File: config.mk
export PLATFORM = sky130hd
export DESIGN_NAME = proc_ctrl
export DESIGN_NICKNAME = d
export VERILOG_FILES = /design/src/rtl/proc_ctrl.sv
export SDC_FILE = /design/constraint.sdc
export NUM_CORES = 1
export LEC_CHECK = 0
export BUFFER_PORTS_ARGS = -buffer_cell sky130_fd_sc_hd__buf_2
export CORE_UTILIZATION = 39
export CTS_CLUSTER_SIZE = 14
export DETAILED_ROUTE_END_ITERATION = 10
export PLACE_DENSITY = 0.87
export SLEW_MARGIN = 20
export SYNTH_ARGS = -nofsm -noshare
export SYNTH_HDL_FRONTEND = slang
export SYNTH_SLANG_ARGS = --single-unit
File: constraint.sdc
create_clock -name clk -period 2.4 [get_ports clk]
set_input_delay 0.24 -clock clk [delete_from_list [all_inputs] [get_ports clk]]
set_output_delay 0.24 -clock clk [all_outputs]
set_load 0.005 [all_outputs]
File: src/rtl/proc_ctrl.sv
// proc_ctrl: multicycle sequencer for the HW3 datapath.
// Walks each instruction through fetch, decode, operand reads, execute and
// writeback, owns the shared memory port through a req/ack handshake and
// evaluates branch conditions against the PSR.
module proc_ctrl #(
  parameter int WAIT_LIMIT = 0
) (
  input  logic        clk,
  input  logic        rst,
  input  logic [31:0] instr,
  input  logic [4:0]  psr,
  input  logic        mem_ack,
  output logic        mem_req,
  output logic        mem_we,
  output logic [1:0]  mem_sel,
  output logic        ir_load,
  output logic        src_latch,
  output logic        dst_latch,
  output logic        alu_en,
  output logic        psr_load,
  output logic        reg_we,
  output logic        pc_inc,
  output logic        pc_load,
  output logic        halted,
  output logic        mem_err,
  output logic [2:0]  state
);

  typedef enum logic [2:0] {
    S_FETCH  = 3'd0,
    S_DECODE = 3'd1,
    S_RD_SRC = 3'd2,
    S_RD_DST = 3'd3,
    S_EXEC   = 3'd4,
    S_WB     = 3'd5,
    S_HALT   = 3'd6
  } state_t;

  localparam logic [3:0] OP_LD  = 4'd1;
  localparam logic [3:0] OP_STR = 4'd2;
  localparam logic [3:0] OP_BRA = 4'd3;
  localparam logic [3:0] OP_HLT = 4'd8;
  localparam logic [3:0] OP_CMP = 4'd9;

  localparam logic [1:0] SEL_PC  = 2'd0;
  localparam logic [1:0] SEL_SRC = 2'd1;
  localparam logic [1:0] SEL_DST = 2'd2;

  // Wait counter is wide enough to hold WAIT_LIMIT-1.
  localparam int CW = (WAIT_LIMIT > 1) ? $clog2(WAIT_LIMIT + 1) : 1;

  state_t          state_reg, state_next;
  logic            mem_err_reg, mem_err_next;
  logic [CW-1:0]   wait_cnt_reg, wait_cnt_next;

  // Raw (ungated) outputs of the FSM; reset forces them low at the ports.
  logic       req_int, we_int;
  logic [1:0] sel_int;
  logic       ir_load_int, src_latch_int, dst_latch_int, alu_en_int;
  logic       psr_load_int, reg_we_int, pc_inc_int, pc_load_int, halted_int;
  logic       timeout;

  // Instruction fields. The IR is stable from ir_load until the next fetch,
  // so later states decode straight from instr rather than a private copy.
  logic [3:0] opcode;
  logic [3:0] cc;
  logic       src_imm;
  logic       is_ld, is_str, is_bra, is_hlt, is_alu;
  logic       cond_true;
  logic       unused_bits;

  assign opcode  = instr[31:28];
  assign cc      = instr[27:24];
  assign src_imm = instr[27];
  assign is_ld   = (opcode == OP_LD);
  assign is_str  = (opcode == OP_STR);
  assign is_bra  = (opcode == OP_BRA);
  assign is_hlt  = (opcode == OP_HLT);
  assign is_alu  = ((opcode >= 4'd4) && (opcode <= 4'd7)) || (opcode == OP_CMP);

  // Address fields are consumed by the datapath, not by this controller.
  assign unused_bits = ^instr[23:0];

  // Branch condition evaluation against PSR {zero, neg, even, parity, carry}.
  always_comb begin
    cond_true = 1'b0;
    case (cc)
      4'd0:    cond_true = 1'b1;
      4'd1:    cond_true = psr[1];
      4'd2:    cond_true = psr[2];
      4'd3:    cond_true = psr[0];
      4'd4:    cond_true = psr[3];
      4'd5:    cond_true = psr[4];
      4'd6:    cond_true = ~psr[0];
      4'd7:    cond_true = ~psr[3] & ~psr[4];
      default: cond_true = 1'b0;
    endcase
  end

  // State, sticky error and ack-wait counter registers.
  always_ff @(posedge clk or posedge rst) begin
    if (rst) begin
      state_reg    <= S_FETCH;
      mem_err_reg  <= 1'b0;
      wait_cnt_reg <= '0;
    end else begin
      state_reg    <= state_next;
      mem_err_reg  <= mem_err_next;
      wait_cnt_reg <= wait_cnt_next;
    end
  end

  // Next-state, handshake and strobe generation, plus ack timeout override.
  always_comb begin
    state_next    = state_reg;
    mem_err_next  = mem_err_reg;
    wait_cnt_next = '0;
    req_int       = 1'b0;
    we_int        = 1'b0;
    sel_int       = SEL_PC;
    ir_load_int   = 1'b0;
    src_latch_int = 1'b0;
    dst_latch_int = 1'b0;
    alu_en_int    = 1'b0;
    psr_load_int  = 1'b0;
    reg_we_int    = 1'b0;
    pc_inc_int    = 1'b0;
    pc_load_int   = 1'b0;
    halted_int    = 1'b0;
    timeout       = 1'b0;

    case (state_reg)
      S_FETCH: begin
        req_int = 1'b1;
        sel_int = SEL_PC;
        if (mem_ack) begin
          ir_load_int = 1'b1;
          state_next  = S_DECODE;
        end
      end
      S_DECODE: begin
        if (is_hlt) begin
          state_next = S_HALT;
        end else if (is_bra) begin
          pc_load_int = cond_true;
          pc_inc_int  = ~cond_true;
          state_next  = S_FETCH;
        end else if (is_ld) begin
          state_next = src_imm ? S_WB : S_RD_SRC;
        end else if (is_str) begin
          state_next = S_WB;
        end else if (is_alu) begin
          state_next = src_imm ? S_RD_DST : S_RD_SRC;
        end else begin
          // NOP and undefined opcodes just advance the PC.
          pc_inc_int = 1'b1;
          state_next = S_FETCH;
        end
      end
      S_RD_SRC: begin
        req_int = 1'b1;
        sel_int = SEL_SRC;
        if (mem_ack) begin
          src_latch_int = 1'b1;
          state_next    = is_ld ? S_WB : S_RD_DST;
        end
      end
      S_RD_DST: begin
        req_int = 1'b1;
        sel_int = SEL_DST;
        if (mem_ack) begin
          dst_latch_int = 1'b1;
          state_next    = S_EXEC;
        end
      end
      S_EXEC: begin
        alu_en_int   = 1'b1;
        psr_load_int = 1'b1;
        state_next   = S_WB;
      end
      S_WB: begin
        if (is_ld) begin
          // Register-file write needs no memory access.
          reg_we_int = 1'b1;
          pc_inc_int = 1'b1;
          state_next = S_FETCH;
        end else begin
          req_int = 1'b1;
          we_int  = 1'b1;
          sel_int = SEL_DST;
          if (mem_ack) begin
            pc_inc_int = 1'b1;
            state_next = S_FETCH;
          end
        end
      end
      S_HALT: begin
        halted_int = 1'b1;
      end
      default: begin
        state_next = S_FETCH;
      end
    endcase

    // Count consecutive unacknowledged request cycles; any ack or idle cycle
    // restarts the count so each new request gets a full budget.
    if (WAIT_LIMIT != 0 && req_int && !mem_ack) begin
      if (wait_cnt_reg == CW'(WAIT_LIMIT - 1)) begin
        timeout = 1'b1;
      end else begin
        wait_cnt_next = wait_cnt_reg + CW'(1);
      end
    end

    if (timeout) begin
      mem_err_next  = 1'b1;
      state_next    = S_HALT;
      wait_cnt_next = '0;
    end
  end

  // Reset forces every request and strobe low without waiting for a clock.
  assign mem_req   = req_int       & ~rst;
  assign mem_we    = we_int        & ~rst;
  assign mem_sel   = rst ? SEL_PC : sel_int;
  assign ir_load   = ir_load_int   & ~rst;
  assign src_latch = src_latch_int & ~rst;
  assign dst_latch = dst_latch_int & ~rst;
  assign alu_en    = alu_en_int    & ~rst;
  assign psr_load  = psr_load_int  & ~rst;
  assign reg_we    = reg_we_int    & ~rst;
  assign pc_inc    = pc_inc_int    & ~rst;
  assign pc_load   = pc_load_int   & ~rst;
  assign halted    = halted_int    & ~rst;
  assign mem_err   = mem_err_reg;
  assign state     = state_reg;

endmodule

==> results.ini <==
[status]
status=complete, no violations

[clocking]
cts_tree=built
path_clk_slew_ns=0.04
cts-resized-gates=0
insertion_delay_ns=0.24
clock_path_buffers=2
clock-root-buffer=clkbuf_4
cts_max_level=1
cts_num_sinks=3
cts_inserted_buffers=3

[die]
num_io_pins=57
die_area_um2=1730
rows=13
fp.dieH_um=41.7
start_util_pct=44.3
core_area_um2=1380
die_width_um=41.7

[worst_setup_path]
crit_type=flip-flop to output pin
r2r-start=state[0]
endpoint_kind=output pin
arrival_ns=1.82
cp.required_ns=2.16
timing.rr.end=state[1]
r2r_cells=3
r2r_setup_slack_ns=1.19
cp_max_fo=14
crit_start=state[0]
slowest_delay_ns=0.56
endpoint=pc_inc
startpoint_type=flip-flop
cp_slowest_cell=dfrtp_1
crit_chain=nand2b_1 -> nor3_1 -> o221ai_1 -> o31ai_1 -> buf_2

[power]
cellPowerDensity_nw_per_um2=757
power_mw=0.577
ir_worst_vdd_mv=0.202
leakagePower_nw=0.374

[finish]
fin_nets=155
drive_above_1_share_pct=36.8
regArea_um2=75.1
fill_cells=139
multiInputGateArea_um2=447
syn2layout_area_growth_pct=24.3
layout.cells.non_filler=129
largest_reg_flops=3
antenna_cells=0
final_util_pct=55.1

[yosys]
yosysWarnings=0
synth-adder-area-share_pct=0
yosysTopAreaCellShare_pct=12.2
synth.area.top_cells=dfrtp_1, nor3_1, buf_4, a21oi_1, nor2_1
synthSimpleGateAreaFrac_pct=37.3
async_flop_share_pct=100
synth-seq-cells=3
synth_edf_count=0
synthFlopType=dfrtp_1
synth_compound_area_share_pct=29.8
ys_seq_area_share_pct=12.2
ys_types=39
synth_common_cells=nor2_1, nor3_1, a21oi_1, inv_1
syn_area_per_cell_um2=7.13
yosys.area.top_type=dfrtp_1
netlist_instances=86
netlist_area_um2=613
synth_top_family_by_area=simple AND/OR/NAND/NOR gates
syn_nets=126
yosys.area_share.xor_xnor_pct=1.43
yosys-mux-area-fraction_pct=3.67

[route]
routed_wl_um=1450
drc=0
drtPass1Iterations=4
drtIter0Drc=17
drt-vias-per-instance=5.57
drtAntennaViolNets=0
routedWlPerCell_um=11.2
vias=719

[sta]
skew_ns=0.00723
timing.fmax_mhz=485
relSlewSlack_pct=65.6
totalNegativeSetupSlack_ns=0
rsz0062_at_grt=false
setup_viol=0
finalCritPeriodShare_pct=86.0
period_needed_ns=2.06
hold_viol=0
tightest_slew_ns=0.516
drv_slew=0

[global_route]
grt_use_met3_pct=1.30
grt_max_degree=19
grt_overflow=0
globalRouteMet2Util_pct=32.2
grt_pass1_vias=594
busiest_layer=met2
antenna_found_initial=0
grt_use_met1_pct=20.4
grt_usage_pct=17.5
grt_pass1_wl_um=2430

[place]
dpl.hpwl_um=1120
place_congestion=0.772
port-buffer-count=31
numPlacedInstances=124

[flow_run]
max_cap_viol_count=0

[worst_hold_path]
hold_depth=3
hold_class=input port to flip-flop

==> layer usage <==
metal | part of all wire, % | up-vias
met3 | 5.0 | 2
met2 | 48 | 32
met5 | 0 | -
met1 | 45 | 320
met4 | 1.6 | 0
li1 | - | 365
==> worst min path at each step <==
stage	startpoint	end	slack (ns)
2_1_floorplan	rst	state[0]	0.01
3_3_place_gp	rst	state[1]	0.17
3_5_place_dp	rst	state[0]	0.18
4_1_cts	mem_ack	state[0]	0.41
5_1_grt	mem_ack	state[0]	0.43
6_report	mem_ack	state[0]	0.42
==> area by class of cell <==
class	instances	area share, %
inverters	6	2.96
well taps	15	2.46
flip-flops and latches	3	9.85
repair buffers	33	22.7
multi-input cells	68	58.6
clock buffers	4	3.45
==> critical path, delay by kind of cell, from the launching register on <==
family,cells,cell delay [ns]
AOI/OAI and AO/OA,2,0.37
buffers and inverters,1,0.15
DFF,1,0.56
and+or+nand+nor,2,0.50
==> kinds of logic after synthesis <==
logic type,Yosys count
mux,2
simple gates,38
xor+xnor,1
buf+inv,15
compound gates,26
flops,3
other cells,1
==> cells in the final DEF, fill, tap and decap left out, types with 3 or more instances in the layout <==
master | Yosys | routed
a21oi_1 | 6 | 6
nor2_1 | 8 | 8
nor3_1 | 8 | 8
inv_1 | 6 | 6
nand2_1 | 5 | 5
nor3b_1 | 4 | 4
buf_2 | 1 | 31
clkbuf_4 | 0 | 3
o21ai_0 | 5 | 5
dfrtp_1 | 3 | 3
==> timing repair <==
item / 4_1_cts / 5_1_grt
buffers inserted: 0 / 0
hold endpoints to repair: 3 / 0
hold buffers: 1 / 0
==> stage by stage <==
stage               worst slack (ns)  instance area (µm²)  hold WS (ns)
floorplan                      0.959                  613        0.0105
global placement               0.652                  726         0.169
detailed placement             0.610                  726         0.177
CTS                            0.339                  762         0.411
global route                   0.141                  762         0.429
finish                         0.336                  762         0.419
==> power breakdown <==
group          internal [mW]  switching (mW)
logic                  0.172           0.168
clock network         0.0625          0.0299
registers             0.0750          0.0696
Note: power is estimated with default switching activity, not from simulation.
